`config.mk`:
```
export PLATFORM = sky130hd
export DESIGN_NAME = uart_tx_fifo
export DESIGN_NICKNAME = d
export VERILOG_FILES = /design/src/rtl/uart_tx_fifo.sv
export SDC_FILE = /design/constraint.sdc
export NUM_CORES = 1
export LEC_CHECK = 0
export CAP_MARGIN = 40
export CORE_MARGIN = 2
export CORE_UTILIZATION = 59
export DETAILED_ROUTE_END_ITERATION = 8
export GPL_TIMING_DRIVEN = 0
export PLACE_DENSITY = 0.77
export SLEW_MARGIN = 20
export SYNTH_ARGS = -nofsm -noshare
export SYNTH_HDL_FRONTEND = slang
export SYNTH_SLANG_ARGS = --single-unit
```
`constraint.sdc`:
```
create_clock -name clk -period 3.2 [get_ports clk]
set_input_delay 0.64 -clock clk [delete_from_list [all_inputs] [get_ports clk]]
set_output_delay 0.64 -clock clk [all_outputs]
set_load 0.02 [all_outputs]
```
`src/rtl/uart_tx_fifo.sv`:
```
`default_nettype none
// ============================================================================
// Module   : uart_tx_fifo
// Purpose  : Parametrised UART transmitter with an input FIFO. Words enter
//            through a valid/ready handshake, are queued, and are serialised
//            LSB-first as start / data / optional parity / stop bits. Frames
//            run back-to-back with no idle gap while data is queued.
// Revision : 1.0 - initial release
// ----------------------------------------------------------------------------
// Ports:
//   clk            in   system clock, all state on rising edge
//   rst            in   asynchronous active-high reset
//   i_tx_data      in   word to send (DATA_BITS wide)
//   i_tx_valid     in   i_tx_data is valid this cycle
//   o_tx_ready     out  FIFO can accept a word (not full)
//   o_tx           out  serial line, idle high, registered
//   o_busy         out  high while the transmitter is not idle
//   o_frame_done   out  one-cycle pulse when the last stop bit ends
//   o_fifo_count   out  words currently queued
// ============================================================================
module uart_tx_fifo #(
    parameter int CLK_FREQ   = 12000000,
    parameter int BAUD       = 9600,
    parameter int DATA_BITS  = 8,
    parameter int PARITY     = 0,
    parameter int STOP_BITS  = 1,
    parameter int FIFO_DEPTH = 4
) (
    input  logic                          clk,
    input  logic                          rst,
    input  logic [DATA_BITS-1:0]          i_tx_data,
    input  logic                          i_tx_valid,
    output logic                          o_tx_ready,
    output logic                          o_tx,
    output logic                          o_busy,
    output logic                          o_frame_done,
    output logic [$clog2(FIFO_DEPTH):0]   o_fifo_count
);

    localparam int DIV    = CLK_FREQ / BAUD;
    localparam int CNT_W  = $clog2(DIV);
    localparam int PTR_W  = $clog2(FIFO_DEPTH);
    localparam int FCNT_W = PTR_W + 1;
    localparam int IDX_W  = $clog2(DATA_BITS);

    localparam logic [CNT_W-1:0]  c_BAUD_LAST = CNT_W'(DIV - 1);
    localparam logic [IDX_W-1:0]  c_DATA_LAST = IDX_W'(DATA_BITS - 1);
    localparam logic [IDX_W-1:0]  c_STOP_LAST = IDX_W'(STOP_BITS - 1);
    localparam logic [FCNT_W-1:0] c_DEPTH     = FCNT_W'(FIFO_DEPTH);
    localparam logic              c_HAS_PAR   = (PARITY != 0);
    localparam logic              c_ODD_PAR   = (PARITY == 1);

    localparam logic [2:0] S_IDLE   = 3'd0;
    localparam logic [2:0] S_START  = 3'd1;
    localparam logic [2:0] S_DATA   = 3'd2;
    localparam logic [2:0] S_PARITY = 3'd3;
    localparam logic [2:0] S_STOP   = 3'd4;

    // ------------------------------------------------------------------------
    // FIFO storage and pointers
    // ------------------------------------------------------------------------
    logic [DATA_BITS-1:0] r_mem [FIFO_DEPTH];
    logic [PTR_W-1:0]     r_wr_ptr;
    logic [PTR_W-1:0]     r_rd_ptr;
    logic [FCNT_W-1:0]    r_count;

    // ------------------------------------------------------------------------
    // Transmitter state
    // ------------------------------------------------------------------------
    logic [2:0]           r_state;
    logic [CNT_W-1:0]     r_baud;
    logic [IDX_W-1:0]     r_idx;     // data bit index, reused as stop bit index
    logic [DATA_BITS-1:0] r_shift;
    logic                 r_par;
    logic                 r_tx;
    logic                 r_frame_done;

    logic                 w_push;
    logic                 w_pop;
    logic                 w_empty;
    logic                 w_baud_end;
    logic                 w_stop_end;
    logic [DATA_BITS-1:0] w_head;

    assign w_empty    = (r_count == '0);
    assign w_push     = i_tx_valid && o_tx_ready;
    assign w_baud_end = (r_baud == c_BAUD_LAST);
    assign w_stop_end = (r_state == S_STOP) && w_baud_end && (r_idx == c_STOP_LAST);
    assign w_head     = r_mem[r_rd_ptr];

    // A new word is taken either from idle or on the very edge that ends the
    // last stop bit, which is what makes consecutive frames gapless.
    assign w_pop = !w_empty && ((r_state == S_IDLE) || w_stop_end);

    assign o_tx_ready   = (r_count != c_DEPTH);
    assign o_tx         = r_tx;
    assign o_busy       = (r_state != S_IDLE);
    assign o_frame_done = r_frame_done;
    assign o_fifo_count = r_count;

    always_ff @(posedge clk) begin
        if (w_push) begin
            r_mem[r_wr_ptr] <= i_tx_data;
        end
    end

    always_ff @(posedge clk or posedge rst) begin
        if (rst) begin
            r_wr_ptr <= '0;
            r_rd_ptr <= '0;
            r_count  <= '0;
        end else begin
            if (w_push) begin
                r_wr_ptr <= r_wr_ptr + PTR_W'(1);
            end
            if (w_pop) begin
                r_rd_ptr <= r_rd_ptr + PTR_W'(1);
            end
            case ({w_push, w_pop})
                2'b10:   r_count <= r_count + FCNT_W'(1);
                2'b01:   r_count <= r_count - FCNT_W'(1);
                default: r_count <= r_count;
            endcase
        end
    end

    always_ff @(posedge clk or posedge rst) begin
        if (rst) begin
            r_state      <= S_IDLE;
            r_baud       <= '0;
            r_idx        <= '0;
            r_shift      <= '0;
            r_par        <= 1'b0;
            r_tx         <= 1'b1;
            r_frame_done <= 1'b0;
        end else begin
            r_frame_done <= 1'b0;
            case (r_state)
                S_IDLE: begin
                    r_baud <= '0;
                    r_tx   <= 1'b1;
                    if (w_pop) begin
                        // Parity is computed from the whole word at load time,
                        // before shifting destroys it.
                        r_shift <= w_head;
                        r_par   <= (^w_head) ^ c_ODD_PAR;
                        r_state <= S_START;
                        r_tx    <= 1'b0;
                    end
                end
                S_START: begin
                    if (w_baud_end) begin
                        r_baud  <= '0;
                        r_idx   <= '0;
                        r_state <= S_DATA;
                        r_tx    <= r_shift[0];
                    end else begin
                        r_baud <= r_baud + CNT_W'(1);
                    end
                end
                S_DATA: begin
                    if (w_baud_end) begin
                        r_baud <= '0;
                        if (r_idx == c_DATA_LAST) begin
                            r_idx <= '0;
                            if (c_HAS_PAR) begin
                                r_state <= S_PARITY;
                                r_tx    <= r_par;
                            end else begin
                                r_state <= S_STOP;
                                r_tx    <= 1'b1;
                            end
                        end else begin
                            r_idx   <= r_idx + IDX_W'(1);
                            r_shift <= r_shift >> 1;
                            r_tx    <= r_shift[1];
                        end
                    end else begin
                        r_baud <= r_baud + CNT_W'(1);
                    end
                end
                S_PARITY: begin
                    if (w_baud_end) begin
                        r_baud  <= '0;
                        r_idx   <= '0;
                        r_state <= S_STOP;
                        r_tx    <= 1'b1;
                    end else begin
                        r_baud <= r_baud + CNT_W'(1);
                    end
                end
                S_STOP: begin
                    if (w_baud_end) begin
                        r_baud <= '0;
                        if (r_idx == c_STOP_LAST) begin
                            r_idx        <= '0;
                            r_frame_done <= 1'b1;
                            if (w_pop) begin
                                r_shift <= w_head;
                                r_par   <= (^w_head) ^ c_ODD_PAR;
                                r_state <= S_START;
                                r_tx    <= 1'b0;
                            end else begin
                                r_state <= S_IDLE;
                                r_tx    <= 1'b1;
                            end
                        end else begin
                            r_idx <= r_idx + IDX_W'(1);
                        end
                    end else begin
                        r_baud <= r_baud + CNT_W'(1);
                    end
                end
                default: begin
                    r_state <= S_IDLE;
                    r_baud  <= '0;
                    r_tx    <= 1'b1;
                end
            endcase
        end
    end

endmodule
`default_nettype wire

```
* Word-level counts from Yosys, hierarchy flattened
Memory sizes are Yosys's and may differ from the RTL's.
Index checks and enable logic that the tools add are counted.
** Operators by class
- $add $sub $neg :: 6
- Multiply operators :: 0
- Divide/modulo/power cells :: 0
- Order comparisons :: 0
- Equality and inequality tests :: 18
- Shifts and indexed selects :: 0
- Mux-type cells :: 37
- Bitwise logic cells :: 0
- Reductions and logical operators :: 19
** Operator list (number)
- 8-bit two-way mux :: 5
- 3-bit two-way mux :: 12
- 8-bit one-hot mux with 3 select lines :: 1
- 11-bit two-way mux :: 2
- 3-bit one-hot mux with 5 select lines :: 1
- 2-bit inequality test (second input constant) :: 7
- 1-bit two-way mux :: 13
- 11-bit by 1-bit adder with 11-bit output (second input constant) :: 1
- 11-bit == test (second input constant) :: 1
- 5-bit AND reduction :: 2
- 3-bit logical NOT :: 3
- 3-bit one-hot mux with 3 select lines :: 1
- 3-bit nonzero test :: 3
- 7-bit AND reduction :: 1
- 3-bit by 1-bit adder with 3-bit output (second input constant) :: 2
- 3-bit by 2-bit == test with 1-bit output (second input constant) :: 2
- 3-bit == test (second input constant) :: 2
- 3-bit one-hot mux with 2 select lines :: 1
- 1-bit one-hot mux with 5 select lines :: 1
- 2-bit by 1-bit adder with 2-bit output (second input constant) :: 2
- 1-bit logical AND :: 4
- 2-bit by 1-bit inequality test with 1-bit output (second input constant) :: 2
- 4-bit AND reduction :: 1
- 4-bit OR reduction :: 1
- other kinds (9) :: 9
** Word-level totals
- Flip-flop bits (word level) :: 34
- Bits in latches :: 0
- RAM bits :: 32
- ROM bits :: 0
- Input port bits :: 11
- Output and inout port bits :: 7
- Word-level logic and storage cells :: 90
- Memories kept :: 1
** Memories
- r_mem :: words 4, width 8, read ports 1, clocked after Yosys merged registers in 0, write ports 1, line 62 : logic [DATA_BITS-1:0] r_mem [FIFO_DEPTH];

* Depth between registers and ports, before layout
- Depth after elaboration :: 9
- Depth in mapped cells :: 11
- Gate-level depth less buffers :: 11

* Worst setup path after synthesis
No wires, ideal clock.
- Kind :: reg2reg
- Start :: register r_baud[1]
- End :: register r_shift[0]
- Setup time :: 0.125 ns
- Arrival time :: 2.297 ns
- Data required time :: 3.075 ns
- Setup slack :: 0.778 ns
- Cell stages (with the launch flop) :: 8
- Path buffers :: 0
- Clock period less this slack :: 2.422 ns
- Path through :: dfrtp_1 > inv_1 > ha_1 > nor3b_2 > nand3_2 > o32a_1 > a2111oi_4 > mux2_2
** On the way
- Word-level cells in the longest chain between the ends :: 9
- Elaborated cells between the ends (all ways) :: 12
- Those cells by class :: 3 x eq/ne; 4 x mux; 5 x reduce/logical
** RTL lines
- start: declaration :: line 71 : logic [CNT_W-1:0] r_baud;
- start signal: assignment :: line 158 : r_baud <= r_baud + CNT_W'(1);
- start signal: assignment :: line 179 : r_baud <= r_baud + CNT_W'(1);
- start signal: assignment :: line 189 : r_baud <= r_baud + CNT_W'(1);
- 11-bit == test * :: line 87 : assign w_baud_end = (r_baud == c_BAUD_LAST);
- 1-bit logical AND (2 in a row) :: line 88 : assign w_stop_end = (r_state == S_STOP) && w_baud_end && (r_idx == c_STOP_LAST);
- 1-bit logical OR :: line 93 : assign w_pop = !w_empty && ((r_state == S_IDLE) || w_stop_end);
- 1-bit logical AND :: line 93
- 8-bit two-way mux (3 in a row)
- 8-bit one-hot mux with 3 select lines
- end signal: assignment :: line 145 : r_shift <= w_head;
- end signal: assignment :: line 175 : r_shift <= r_shift >> 1;
- end signal: assignment :: line 199 : r_shift <= w_head;
- end: declaration :: line 73 : logic [DATA_BITS-1:0] r_shift;
Mark *: on every way between the ends. The rest lies on a longest branch, timed or not. The select of a mux whose other input is x is not followed.
A chain may end at the register's enable or synchronous reset.

* Final worst setup path
- Start :: register r_baud[1]
- End :: register r_shift[3]
Same word-level chain as after synthesis.

==> impl_metrics.env <==
export IMPL_clock_latency_ps=340
export IMPL_cts_max_path_buffers=2
export IMPL_die_h_um=75.97
export IMPL_cts_resized_gates=0
export IMPL_setup_violations=0
export IMPL_sw_frac_of_total=0.3117
export IMPL_synth_top_family_by_area="simple AND/OR/NAND/NOR gates"
export IMPL_finalSetupTns_ps=0
export IMPL_synth_adder_area_share=0.04750
export IMPL_power_leakage_nw=1.399
export IMPL_drtAntennaViolNets=0
export IMPL_cp_end_kind="register"
export IMPL_synth_top_cell_area_share=0.3145
export IMPL_netlist_top_cells_area="edfxtp_1, dfrtp_1, mux2_2"
export IMPL_core_sq_mm=0.005042
export IMPL_hold_buffers=0
export IMPL_status="completed"
export IMPL_min_path_type="register to register"
export IMPL_worstSetupPathType="register to register"
export IMPL_die_w_um=75.97
export IMPL_fin_nets=278
export IMPL_grt_max_degree=35
export IMPL_fmax_ghz=0.3699
export IMPL_required_ps=3420
export IMPL_synth_xor_area_share=0.03726
export IMPL_postLayoutCoreUtil=0.7025
export IMPL_path_max_fanout=8
export IMPL_power_density_mw_per_mm2=841.3
export IMPL_critPathLaunchType="register"
export IMPL_combPwrFrac=0.318
export IMPL_drt_iter0_markers=192
export IMPL_clk_pin_slew_ps=70
export IMPL_postSynthCellCount=227
export IMPL_synth_seq_cells=66
export IMPL_min_period_ps=2704
export IMPL_vias=1829
export IMPL_crit_start="r_baud[1]$_DFF_PP0_"
export IMPL_ff_latch_area_sq_mm=0.001813
export IMPL_synth_simple_area_share=0.1229
export IMPL_post_route_period_util=0.8449
export IMPL_internal_power_mw=2.051
export IMPL_ios=18
export IMPL_yosysWarnings=0
export IMPL_finalHoldViolCount=0
export IMPL_postCtsSetupBuffers=0
export IMPL_vias_per_cell=5.526
export IMPL_maxCapViolCount=0
export IMPL_netlist_area_sq_mm=0.003055
export IMPL_dieArea_sq_mm=0.005771
export IMPL_slew_headroom=0.5242
export IMPL_worst_pin_slew_ps=712.6
export IMPL_p_sw_uw=928.8
export IMPL_synth_edf_count=32
export IMPL_slew_violations=0
export IMPL_worstPathArrival_ps=2930
export IMPL_grt_pass1_vias=1830
export IMPL_synthMuxAreaShare=0.1179
export IMPL_grt_ovfl_total=0
export IMPL_synth_compound_area_share=0.06224
export IMPL_synth_nets=249
export IMPL_gp_congestion=0.8142
export IMPL_port_buffers=17
export IMPL_multi_input_area_sq_mm=0.001185
export IMPL_cts_root_buf="clkbuf_8"
export IMPL_async_flop_share=0.5152
export IMPL_cts_made_buffers=9
export IMPL_place_hpwl_mm=3.353
export IMPL_initial_core_util=0.6060
export IMPL_fp_row_count=26
export IMPL_avgSynthCellArea_sq_um=13.46
export IMPL_tritoncts="done"
export IMPL_ir_drop_mv=0.5960
export IMPL_routed_wl_mm=4.968
export IMPL_grt_pass1_wl_mm=8.673
export IMPL_p_seq_frac=0.428
export IMPL_drc=0
export IMPL_grt_util_all_layers=0.1967
export IMPL_clkPwrFrac=0.254
export IMPL_dp_cells=314
export IMPL_synth_seq_area_share=0.5934
export IMPL_rsz0062_at_grt="false"
export IMPL_skew_ps=7.639
export IMPL_area_growth_pct=15.93
export IMPL_synth_largest_area_cell="edfxtp_1"
export IMPL_drt_wirelength_per_cell_um=15.01
export IMPL_hp_start="r_shift[0]$_DFFE_PP0P_"
export IMPL_r2r_start="r_baud[1]$_DFF_PP0_"
export IMPL_first_pass_iters=4
export IMPL_fill_cells=364
export IMPL_synthFlopType="dfrtp_1"
export IMPL_final_cells=331
export IMPL_synth_cell_types=40
export IMPL_htreeDepth=3
export IMPL_num_antenna_cells=0
export IMPL_drive_gt1_frac=0.1801
export IMPL_antenna_found_initial=0
export IMPL_clock_sinks=66
[cells in the final DEF, fill, tap and decap left out, types with 3 or more instances in the layout]
cell type         n
dfrtp_1          33
edfxtp_1         32
nor2_1           19
nand2_1          18
clkdlybuf4s50_1  17
mux2_2           16
ha_1             10
o21ai_0           9
xor2_1            9
clkbuf_8          9
mux4_2            8
and3_1            7
inv_1             7
or3_1             6
nand3_1           6
clkbuf_1          4
xnor2_1           4
and2_1            3
nand4_1           3
nand2b_1          3
a21oi_1           3
[final cells by class]
cell class	instances	share of cell area
clock buffer	9	0.03497
tap	70	0.02473
buffer	7	0.007771
sequential	66	0.5118
inverter	8	0.008478
multi-input combinational	146	0.3345
clock inverter	7	0.02649
timing repair buffer	18	0.05122
[path summary, 6_finish.rpt]
| path | to | slack [ps] | depth (start not counted) |
|---|---|---|---|
| hold reg to reg | r_shift[0]$_DFFE_PP0P_ | 500 | 1 |
| setup reg to reg | r_shift[3]$_DFFE_PP0P_ | 500 | 7 |
| hold / removal | r_shift[0]$_DFFE_PP0P_ | 500 | 1 |
| max in group asynchronous | o_fifo_count[1]$_DFFE_PP0P_ | 2000 | 2 |
| min in group asynchronous | r_baud[5]$_DFF_PP0_ | 730 | 2 |
| setup / recovery | r_shift[3]$_DFFE_PP0P_ | 500 | 7 |
[cells by family (layout without fill, tap and decap cells)]
logic type | Yosys count | in the layout
AO/OA/AOI/OAI | 26 | 26
XOR/XNOR | 13 | 13
adder cells (fa/ha/maj) | 11 | 11
buffers and inverters | 15 | 49
flip-flops | 66 | 66
multiplexers | 24 | 24
AND/OR/NAND/NOR | 72 | 72
[power by group through the flow]
stage / combinational (mW) / sequential [mW] / clock, mW
after floorplan: 0.679 / 1.29 / 0
after detailed placement: 0.935 / 1.29 / 0
final: 0.947 / 1.28 / 0.756
after global routing: 1.06 / 1.31 / 0.808
after CTS: 0.945 / 1.28 / 0.763
after global placement: 0.911 / 1.28 / 0
[cells in the mapped netlist (all sizes together) (3+ instances only)]
library cell  instances
nand4                 3
a21oi                 3
o21ai                 9
inv                   8
nand3                 7
dfrtp                33
and3                  7
mux2                 16
edfxtp               32
nand2b                3
xnor2                 4
xor2                  9
nand2                18
nor2                 19
mux4                  8
or3                   6
buf                   3
ha                   10
clkbuf                4
and2                  3
[critical path, cell delays in order, from the launching register on]
cell	delay, ps
dfrtp_1	420
inv_1	70
ha_1	130
nor3b_2	270
nand3_2	240
o32a_1	440
a2111oi_4	630
mux2_2	400
[layer usage]
metal / up-vias / track usage / part of all wire
li1: 890 / - / -
met4: 0 / 0.1164 / 0.023
met3: 11 / 0.04524 / 0.040
met2: 37 / 0.3098 / 0.50
met5: - / 0 / 0
met1: 891 / 0.2514 / 0.44
[state kept, by name, summed over array words and instances, names as in the netlist]
register / cells
o_fifo_count: 3
o_frame_done: 1
o_tx: 1
r_baud: 11
r_idx: 3
r_mem: 32
r_rd_ptr: 2
r_shift: 8
r_state: 3
r_wr_ptr: 2
[through the flow]
| stage | hold slack (ps) | worst slack (ps) | instance area, sq um | power, mW |
|---|---|---|---|---|
| after detailed placement | 490.3 | 495.2 | 3313 | 2.228 |
| after floorplan | 475.0 | 777.9 | 3055 | 1.969 |
| final | 504.5 | 496.4 | 3542 | 2.980 |
| after global placement | 482.6 | 543.4 | 3313 | 2.191 |
| after CTS | 506.6 | 485.0 | 3531 | 2.987 |
| after global routing | 514.5 | 302.0 | 3542 | 3.178 |
(Power assumes the default switching activity.)
